`src/rtl/fuzz_response_compactor.sv`:
```
// fuzz_response_compactor: folds a wide DUT output bus into a 32-bit MISR
// signature over a programmed number of valid samples, then offers the
// signature and the elapsed RUN cycle count through a valid/ready handshake.
module fuzz_response_compactor #(
  parameter int unsigned DATA_W = 330,
  parameter logic [31:0] POLY   = 32'h04C11DB7,
  parameter logic [31:0] SEED   = 32'hFFFFFFFF
) (
  input  logic              clk,
  input  logic              rst,
  input  logic              start,
  input  logic [31:0]       num_samples,
  input  logic              abort,
  input  logic [DATA_W-1:0] data_in,
  input  logic              data_valid,
  output logic              busy,
  output logic              res_valid,
  input  logic              res_ready,
  output logic [31:0]       res_sig,
  output logic [31:0]       res_cycles
);

  localparam int unsigned NCHUNK = (DATA_W + 31) / 32;

  typedef enum logic [1:0] {
    S_IDLE,
    S_RUN,
    S_DONE
  } state_t;

  state_t      state_q, state_d;
  logic [31:0] sig_q, sig_d;
  logic [31:0] rem_q, rem_d;
  logic [31:0] cyc_q, cyc_d;

  logic [NCHUNK*32-1:0] padded;
  logic [31:0]          folded;
  logic [31:0]          misr_next;

  // XOR-fold the bus into one word; the top chunk is zero-padded.
  always_comb begin
    padded              = '0;
    padded[DATA_W-1:0]  = data_in;
    folded              = '0;
    for (int unsigned k = 0; k < NCHUNK; k++) begin
      folded = folded ^ padded[k*32 +: 32];
    end
    misr_next = {sig_q[30:0], 1'b0} ^ (sig_q[31] ? POLY : '0) ^ folded;
  end

  // State and datapath registers.
  always_ff @(posedge clk) begin
    if (rst) begin
      state_q <= S_IDLE;
      sig_q   <= SEED;
      rem_q   <= '0;
      cyc_q   <= '0;
    end else begin
      state_q <= state_d;
      sig_q   <= sig_d;
      rem_q   <= rem_d;
      cyc_q   <= cyc_d;
    end
  end

  // Next-state selection; abort takes priority over data_valid and res_ready.
  always_comb begin
    state_d = state_q;
    unique case (state_q)
      S_IDLE: begin
        if (start) begin
          state_d = (num_samples == '0) ? S_DONE : S_RUN;
        end
      end
      S_RUN: begin
        if (abort) begin
          state_d = S_IDLE;
        end else if (data_valid && (rem_q == 32'd1)) begin
          state_d = S_DONE;
        end
      end
      S_DONE: begin
        if (abort || res_ready) begin
          state_d = S_IDLE;
        end
      end
      default: state_d = S_IDLE;
    endcase
  end

  // Datapath updates: load on accepted start, step/count while running.
  always_comb begin
    sig_d = sig_q;
    rem_d = rem_q;
    cyc_d = cyc_q;
    unique case (state_q)
      S_IDLE: begin
        if (start) begin
          sig_d = SEED;
          rem_d = num_samples;
          cyc_d = '0;
        end
      end
      S_RUN: begin
        if (!abort) begin
          cyc_d = cyc_q + 32'd1;
          if (data_valid) begin
            sig_d = misr_next;
            rem_d = rem_q - 32'd1;
          end
        end
      end
      default: ;
    endcase
  end

  // Outputs decoded from state; result registers hold until the next start.
  always_comb begin
    busy       = (state_q == S_RUN);
    res_valid  = (state_q == S_DONE);
    res_sig    = sig_q;
    res_cycles = cyc_q;
  end

endmodule

```
`config.mk`:
```
export PLATFORM = sky130hd
export DESIGN_NAME = fuzz_response_compactor
export DESIGN_NICKNAME = d
export VERILOG_FILES = /design/src/rtl/fuzz_response_compactor.sv
export SDC_FILE = /design/constraint.sdc
export NUM_CORES = 1
export LEC_CHECK = 0
export BUFFER_PORTS_ARGS = -buffer_cell sky130_fd_sc_hd__clkbuf_2
export CORE_AREA = 2 2 167 169
export DETAILED_ROUTE_END_ITERATION = 16
export DIE_AREA = 0 0 169 171
export MAX_ROUTING_LAYER = met4
export PLACE_DENSITY = 0.61
export SETUP_SLACK_MARGIN = 0.02
export SKIP_LAST_GASP = 1
export SYNTH_ARGS = -nofsm -noshare
export SYNTH_HDL_FRONTEND = slang
export SYNTH_SLANG_ARGS = --single-unit
```
`constraint.sdc`:
```
create_clock -name clk -period 2.9 [get_ports clk]
set_clock_uncertainty 0.1 [all_clocks]
set_input_delay 0.725 -clock clk [delete_from_list [all_inputs] [get_ports clk]]
set_output_delay 0.725 -clock clk [all_outputs]
set_load 0.03 [all_outputs]
```
==> reports/results.ini <==
[routing]
num_vias = 8034
wl_um = 28600
drt_pre_antenna_iters = 5
final_antenna_net_count = 0
drt_iter0_markers = 540
drc = 0
avgViaCountPerCell = 4.68
detail_route.wl_per_cell_um = 16.7

[cts]
cts_buffers = 9
post_cts_buffers = 0
cts-hold-fix-buffers = 0
ctsResizeCount = 0
cts-root-buf = clkbuf_16
clk_latency_ns = 0.36
cts_tree = yes
clockBufferDepth = 2
htreeDepth = 3
cts.sink_count = 98
clk_pin_slew_ns = 0.08

[worst_setup_path]
cp-end-kind = primary output
critPathTopFamily = buffers and inverters
ff2ff_path_depth = 5
crit_path_top_delay_cell = dfxtp_1
worstPathArrival_ns = 1.58
path_depth = 3
cp-start-kind = register
critPathKind = register to primary output
worstPathCellList = nand2b_1 -> inv_1 -> clkbuf_2
max_stage_delay_ns = 0.43
r2r_slack_ns = 0.61
worstPathRequired_ns = 2.08
critPathMaxFanout = 12
crit_buf_inv = 2
setup.worst_path.start = state_q[1]
reg2reg_from = res_cycles[3]

[die]
die_w_um = 169
rows = 61
io_pins = 434
initial_core_util = 0.282
core_region_area_um2 = 27300
dieHeight_um = 171
die-area_um2 = 28900

[outcome]
status = completed

[finish]
layout-drive-gt1-share = 0.353
fin_nets = 1730
area_delta_synth_final_pct = 37.9
filler_cell_count = 2863

[power_and_ir_drop]
power.density_nw_per_um2 = 443
ir_drop_mv = 0.259
p_leak_nw = 4.33

[synthesis]
synth_top_area_frac = 0.385
synthTopCellsByCount = xnor2_1, dfxtp_1, nor2_1
synth_top_area_cell = xnor2_1
yosysSeqAreaShare = 0.255
synth.most_common_cell = xnor2_1
ys_top_cells_by_area = xnor2_1, dfxtp_1, nor2_1
synthCells = 937
syn_area_per_cell_um2 = 8.23
async_flop_share = 0
syn-num-nets = 1308
ys.flop_type = dfxtp_1
yosysWarnings = 0
synth_seq_cells = 98
synth-edff-count = 0
synth.distinct_cells = 56
synth_area_um2 = 7710

[sta]
hold_viol_final = 0
fmax_mhz = 416
rsz0062_at_grt = no
finalCritPeriodShare = 0.829
slew_viol_final = 0
tns_ns = 0
setup_viol = 0
worst_slew_pin_slew_ns = 0.659
period_needed_ns = 2.40
relSlewSlack = 0.561
whs_ns = 0.372

[worst_hold_path]
hp-class = register to register
min-delay-start = rem_q[23]
holdPathStages = 2

[global_route]
antenna_found_initial = 7
grt_pass1_wl_um = 41400
overflow = 0
grt.total_usage = 0.193
grt_max_degree = 56
grt_pass1_vias = 7312

[placed_design]
routabilityCongestion = 0.836
dpl.hpwl_um = 24000
io_buffer_count = 433

[job]
max_cap_violations = 0

[metrics by stage]
stage	cell area (um^2)	util	setup slack [ns]	total power, mW	std cells
2_1_floorplan	7710	-	0.620	2.88	937
5_1_grt	10600	0.389	0.384	5.01	1715
4_1_cts	10600	0.389	0.459	4.79	1710
6_report	10600	0.389	0.496	4.71	1716
3_3_place_gp	10300	0.377	0.464	3.48	1694
3_5_place_dp	10300	0.377	0.449	3.50	1694
[worst paths after layout]
check,to
max,busy
min,rem_q[23]
max reg2reg,res_cycles[31]
min reg2reg,rem_q[23]
[cell usage in the layout, fill, tap and decap left out, types with 19 or more instances in the layout]
| cell type | count |
|---|---|
| a21oi_1 | 67 |
| buf_4 | 19 |
| clkbuf_2 | 433 |
| dfxtp_1 | 98 |
| nand2_1 | 41 |
| nor2_1 | 93 |
| nor4_1 | 27 |
| o21ai_0 | 33 |
| xnor2_1 | 339 |
| xor2_1 | 30 |
[layer usage]
metal	GRT usage	vias up	part of all wire
met4	0.0498	0	0.018
met1	0.249	3681	0.43
met3	0.0527	30	0.077
li1	-	4044	-
met2	0.301	279	0.47
met5	-	-	0
[worst min-delay path, stage by stage (launching register included)]
cell and delay, ns:
dfxtp_1 0.33, inv_1 0.05, a21oi_1 0.05
[flip-flops by register name (all words and copies together) (netlist names)]
name	cells
res_cycles	32
rem_q	32
state_q	2
res_sig	32
[layout make-up]
cell class                 count  area, um^2  area share
antenna                        6        15.0     0.00141
clock buffer                   9         225      0.0212
clock inverter                 7        81.3     0.00765
inverter                      12        45.0     0.00424
multi-input combinational    785        5540       0.521
sequential                    98        1960       0.185
tap                          346         433      0.0407
timing repair buffer         453        2330       0.219
[where the power goes]
part           switching, mW  leakage (nW)  total (mW)  internal, mW
Combinational          0.956          3.39        1.94         0.986
Clock                  0.639         0.150        1.26         0.617
Sequential            0.0911         0.798        1.51          1.42
[kinds of logic (layout without fill, tap and decap cells)]
group,count (synthesis),count (layout),share of synthesized area
flops,98,98,0.255
xor+xnor,369,369,0.419
fa+ha+maj,3,3,0.00487
other cells,0,6,0
mux,1,1,0.00130
simple gates,249,249,0.162
compound gates,163,163,0.130
buf+inv,54,481,0.0278
(Power assumes the default switching activity.)
